### config.mk
export PLATFORM = sky130hd
export DESIGN_NAME = pipe_hazard_ctrl
export DESIGN_NICKNAME = d
export VERILOG_FILES = /design/src/rtl/pipe_hazard_ctrl.sv
export SDC_FILE = /design/constraint.sdc
export NUM_CORES = 1
export LEC_CHECK = 0
export CAP_MARGIN = 10
export CELL_PAD_IN_SITES_DETAIL_PLACEMENT = 2
export CELL_PAD_IN_SITES_GLOBAL_PLACEMENT = 2
export CORE_MARGIN = 8
export CORE_UTILIZATION = 15
export CTS_BUF_LIST = sky130_fd_sc_hd__clkbuf_2 sky130_fd_sc_hd__clkbuf_4 sky130_fd_sc_hd__clkbuf_8
export CTS_CLUSTER_SIZE = 28
export DETAILED_ROUTE_END_ITERATION = 16
export HOLD_SLACK_MARGIN = 0.03
export PLACE_DENSITY_LB_ADDON = 0.1
export SYNTH_ARGS = -nofsm -noshare
export SYNTH_HDL_FRONTEND = slang
export SYNTH_SLANG_ARGS = --single-unit
### constraint.sdc
create_clock -name clk -period 2.3 [get_ports clk]
set_clock_uncertainty 0.1 [all_clocks]
set_input_delay 0.46 -clock clk [delete_from_list [all_inputs] [get_ports clk]]
set_output_delay 0.46 -clock clk [all_outputs]
set_load 0.01 [all_outputs]
### src/rtl/pipe_hazard_ctrl.sv
// Hazard/stall scheduler for the 5-stage pipeline: load-use stall, multi-cycle MUL hold,
// branch flush and rs/rt forwarding. Optional perf counters under `HAZARD_PERF_CNT_EN.
module pipe_hazard_ctrl #(
    parameter int unsigned MUL_LAT = 4,
    parameter int unsigned REG_AW  = 5
) (
    input  logic              clk,
    input  logic              rst,
    input  logic              id_valid,
    input  logic [REG_AW-1:0] id_rs_addr,
    input  logic [REG_AW-1:0] id_rt_addr,
    input  logic              id_rs_used,
    input  logic              id_rt_used,
    input  logic              id_branch_tk,
    input  logic              exe_lw,
    input  logic              exe_mul,
    input  logic              exe_rf_wena,
    input  logic [REG_AW-1:0] exe_rf_waddr,
    input  logic              mem_rf_wena,
    input  logic [REG_AW-1:0] mem_rf_waddr,
    output logic              pc_stall,
    output logic              ifid_stall,
    output logic              ifid_flush,
    output logic              de_bubble,
    output logic              de_hold,
    output logic [1:0]        fwd_rs_sel,
    output logic [1:0]        fwd_rt_sel,
    output logic              mul_busy,
    output logic [31:0]       perf_stalls,
    output logic [31:0]       perf_flushes
);

    localparam logic [0:0] RUN      = 1'b0;
    localparam logic [0:0] MUL_WAIT = 1'b1;

    localparam bit          MUL_EN     = (MUL_LAT > 1);
    localparam int unsigned CNT_INIT_I = (MUL_LAT > 1) ? (MUL_LAT - 2) : 0;
    localparam logic [3:0]  CNT_INIT   = CNT_INIT_I[3:0];

    localparam logic [1:0] FWD_RF  = 2'b00;
    localparam logic [1:0] FWD_EXE = 2'b01;
    localparam logic [1:0] FWD_MEM = 2'b10;

    logic [0:0] state_q, state_d;
    logic [3:0] cnt_q, cnt_d;

    logic mul_start;
    logic mul_hold;
    logic lu_hit;
    logic lu_stall;
    logic stall;
    logic flush;

    // A load result is not ready in EXE, so only non-load EXE writers forward.
    function automatic logic [1:0] fwd_sel(
        input logic [REG_AW-1:0] a,
        input logic              e_wena,
        input logic              e_lw,
        input logic [REG_AW-1:0] e_waddr,
        input logic              m_wena,
        input logic [REG_AW-1:0] m_waddr
    );
        logic [1:0] sel;
        sel = FWD_RF;
        if (a != '0) begin
            if (e_wena && !e_lw && (a == e_waddr))
                sel = FWD_EXE;
            else if (m_wena && (a == m_waddr))
                sel = FWD_MEM;
        end
        return sel;
    endfunction

    always_comb begin
        mul_start = MUL_EN && (state_q == RUN) && exe_mul;
        mul_hold  = mul_start || ((state_q == MUL_WAIT) && (cnt_q != 4'd0));
    end

    always_comb begin
        lu_hit = exe_lw && exe_rf_wena && (exe_rf_waddr != '0) && id_valid &&
                 ((id_rs_used && (id_rs_addr == exe_rf_waddr)) ||
                  (id_rt_used && (id_rt_addr == exe_rf_waddr)));
        // MUL hold outranks the load-use bubble; the bubble only fires in RUN.
        lu_stall = lu_hit && (state_q == RUN) && !mul_start;
        stall    = mul_hold || lu_stall;
        flush    = id_branch_tk && !stall;
    end

    always_comb begin
        state_d = state_q;
        cnt_d   = cnt_q;
        case (state_q)
            RUN: begin
                if (mul_start) begin
                    state_d = MUL_WAIT;
                    cnt_d   = CNT_INIT;
                end
            end
            MUL_WAIT: begin
                if (cnt_q != 4'd0) begin
                    cnt_d = cnt_q - 4'd1;
                end else begin
                    state_d = RUN;
                end
            end
            default: begin
                state_d = RUN;
                cnt_d   = 4'd0;
            end
        endcase
    end

    always_ff @(posedge clk or posedge rst) begin
        if (rst) begin
            state_q <= RUN;
            cnt_q   <= 4'd0;
        end else begin
            state_q <= state_d;
            cnt_q   <= cnt_d;
        end
    end

    // Everything is forced low while reset is asserted, including mid-MUL.
    assign pc_stall   = !rst && stall;
    assign ifid_stall = !rst && stall;
    assign ifid_flush = !rst && flush;
    assign de_bubble  = !rst && lu_stall;
    assign de_hold    = !rst && mul_hold;
    assign mul_busy   = !rst && (state_q == MUL_WAIT);

    assign fwd_rs_sel = rst ? FWD_RF : fwd_sel(id_rs_addr, exe_rf_wena, exe_lw, exe_rf_waddr,
                                               mem_rf_wena, mem_rf_waddr);
    assign fwd_rt_sel = rst ? FWD_RF : fwd_sel(id_rt_addr, exe_rf_wena, exe_lw, exe_rf_waddr,
                                               mem_rf_wena, mem_rf_waddr);

`ifdef HAZARD_PERF_CNT_EN
    logic [31:0] perf_stalls_q, perf_stalls_d;
    logic [31:0] perf_flushes_q, perf_flushes_d;

    always_comb begin
        perf_stalls_d  = perf_stalls_q + {31'd0, pc_stall};
        perf_flushes_d = perf_flushes_q + {31'd0, ifid_flush};
    end

    always_ff @(posedge clk or posedge rst) begin
        if (rst) begin
            perf_stalls_q  <= 32'd0;
            perf_flushes_q <= 32'd0;
        end else begin
            perf_stalls_q  <= perf_stalls_d;
            perf_flushes_q <= perf_flushes_d;
        end
    end

    assign perf_stalls  = perf_stalls_q;
    assign perf_flushes = perf_flushes_q;
`else
    assign perf_stalls  = 32'd0;
    assign perf_flushes = 32'd0;
`endif

endmodule
==> out/summary.txt <==
Combinational Power Share = 0.634
P_leak = 0.8343 nW
post-route ant nets = 0
CP bufs+invs = 3
Core ar. = 7647 um^2
Worst path top cell family by delay = buffers and inverters
number of distinct library cells after synthesis = 32
DR vias = 1026
Hold Crit Class = reg -> reg
asr flop ratio synth = 1.000
grt total ovfl = 0
clock sink count = 5
P_sw = 355.8 uW
deepest clock path buffer count = 2
Post-DP HPWL = 3.905 mm
htree depth = 1
antenna diode count = 0
Post-synth top flop = dfrtp_1
Layout area overhead = 47.96%
Post-Syn Instances = 148
Final setup viols = 5
number of synthesized register bits = 5
post-detailed-routing wire length = 4.293 mm
row cnt = 32
CP Cell Sequence = buf_8 -> nor2b_4 -> a2111oi_4 -> buf_4 -> nand3_1 -> nor2_2 -> nor4_2 -> dlygate4sd1_1
Min Hold Slack = 484.0 ps
Final Slew Violations = 0
Critical-path top delay cell = a2111oi_4
DRT Pass-1 Iters = 3
worst-path maximum fanout = 4
clock-pin transition on the worst setup and hold timing paths = 40 ps
Die H = 104.2 um
Seq/Total Area, Yosys = 0.1073
RSZ-0062 raised after global routing = true
Post-synth EDFFs = 0
CP arrival = 1800 ps
syn avg cell area = 7.879 um^2
CP Launch Type = input port
fmax = 0.4231 GHz
Fin. Hold Viols = 0
CP required = 1740 ps
Skew-Pair Late Insertion Delay = 220 ps
CTS hold repair buffers = 0
switching share of power = 0.3975
largest net degree at the start of global routing = 8
fillers = 919
clock power share = 0.196
IO Pins = 104
Initial DRC Count = 3
worst setup margin = -63.61 ps
synthesis warning total = 0
Die W = 104.2 um
# nets final = 251
DRC errors left = 0
Flop pwr share = 0.170
Place WS = -910.3 ps
first-pass GRT wire length = 7.072 mm
vias in the first global route = 1322
post-layout min period = 2364 ps
DR WL/cell = 13.42 um
period utilization = 1.028
Int Power = 539.4 uW
failing checks = setup timing
CP endpoint kind = output pin
ratio of cells with drive above 1 in the final layout = 0.3303
Max rail drop VDD = 0.0001555 V
PwrDens = 518.8 nW/um^2
global placement routability congestion = 0.7252
maxcap violations = 0
TritonCTS clock tree = done
Mapped Area = 1166 um^2
status = finished, violations left
Initial Util = 0.1525
initial antenna violation count = 0
IO Port Bufs = 39
CTS Buf Count = 3
kind of critical path = in -> out
die area = 10850 um^2
vias per inst = 3.206
GRT Overall Usage = 0.07902
Clock Root Buffer = clkbuf_8
max incr delay on CP = 330 ps
[power by group through the flow]
stage                     clock, mW  sequential, mW  combinational (mW)
after floorplan                   0           0.150               0.356
after global placement            0           0.148               0.538
after detailed placement          0           0.152               0.566
after CTS                     0.183           0.154               0.577
after global routing          0.190           0.157               0.641
final                         0.175           0.153               0.567
[synthesized netlist by cell type (all sizes together), types with 2 or more instances]
master	instances	area, um^2
nor2	9	33.78
inv	6	22.52
xnor2	13	113.9
o21ai	2	10.00
ha	2	25.02
or4	3	22.52
a21oi	2	10.01
nand3	2	10.01
nor4	4	25.02
nand2b	4	25.02
buf	65	488.0
nand4	5	46.29
xor2	3	26.28
nor2b	6	37.54
dfrtp	5	125.1
nand2	4	15.01
[path summary, 6_finish.rpt]
check / slack (ps) / end / start / cells after the start
worst max-delay path: -60 / fwd_rt_sel[1] / exe_rf_waddr[1] / 8
worst min-delay path: 480 / cnt_q[2] / cnt_q[2] / 2
worst max register to register: 690 / cnt_q[1] / cnt_q[0] / 7
worst min register to register: 480 / cnt_q[2] / cnt_q[2] / 2
max in group asynchronous: 1340 / cnt_q[3] / rst / 4
min in group asynchronous: 640 / cnt_q[1] / rst / 4
[final cells by class]
cell class	count	area (um^2)	area share
clock buffer	4	48.80	0.02828
inverter	6	22.52	0.01305
multi-input combinational	135	854.6	0.4953
sequential	5	125.1	0.07252
tap	102	127.6	0.07397
timing repair buffer	68	546.8	0.3169
[flip-flops by register name, indices dropped and copies added (netlist names)]
signal and flops:
state_q 1, cnt_q 4
[timing repair]
item / 4_1_cts / 5_1_grt
endpoints found under the setup margin: 10 / 9
pin swaps: 12 / 7
gates resized for setup: 100 / 13
setup buffers: 4 / 0
[placed cells by master (no fill, tap or decap), types with 3 or more instances in the layout]
cell | Yosys | layout
buf_2 | 0 | 12
buf_4 | 65 | 28
buf_6 | 0 | 5
clkbuf_8 | 0 | 3
clkdlybuf4s50_1 | 0 | 13
conb_1 | 1 | 64
dfrtp_1 | 5 | 5
dlygate4sd2_1 | 0 | 5
inv_1 | 5 | 5
nand2_1 | 4 | 4
nand2b_1 | 4 | 4
nand4_1 | 4 | 4
nor2_1 | 9 | 6
nor2b_1 | 6 | 4
nor4_2 | 0 | 4
xnor2_1 | 13 | 13
xor2_2 | 0 | 3
[layer usage]
| metal | track usage | up-vias | wire length (um) |
|---|---|---|---|
| li1 | - | 497 | - |
| met1 | 0.09822 | 468 | 2013 |
| met2 | 0.1324 | 59 | 2040 |
| met3 | 0.01673 | 2 | 212 |
| met4 | 0.02482 | 0 | 27 |
| met5 | 0 | - | 0 |
[cell families after synthesis]
kind of cell / count (synthesis) / share of synthesized area
other: 1 / 0.003216
buffers and inverters: 71 / 0.4378
multiplexers: 1 / 0.009656
adder cells (fa/ha/maj): 2 / 0.02146
flip-flops: 5 / 0.1073
XOR/XNOR: 16 / 0.1202
AO/OA/AOI/OAI: 10 / 0.07618
AND/OR/NAND/NOR: 42 / 0.2242
[metrics by stage]
stage	area [um^2]	util	power [mW]	instances	setup TNS, ps
floorplan	1406	-	0.5059	211	0
CTS	1717	0.2245	0.9134	320	-340.2
finish	1725	0.2256	0.8952	320	-263.0
detailed placement	1624	0.2124	0.7179	312	-6583
global route	1725	0.2256	0.9888	320	-841.0
global placement	1624	0.2124	0.6866	312	-6584
[worst reg2reg max path, cell delays in order (launching register included)]
cell	delay, ps
dfrtp_1	340
inv_1	60
ha_1	210
nor3b_2	170
a21o_1	210
buf_4	150
buf_4	130
a22oi_1	170
(Power assumes the default switching activity.)
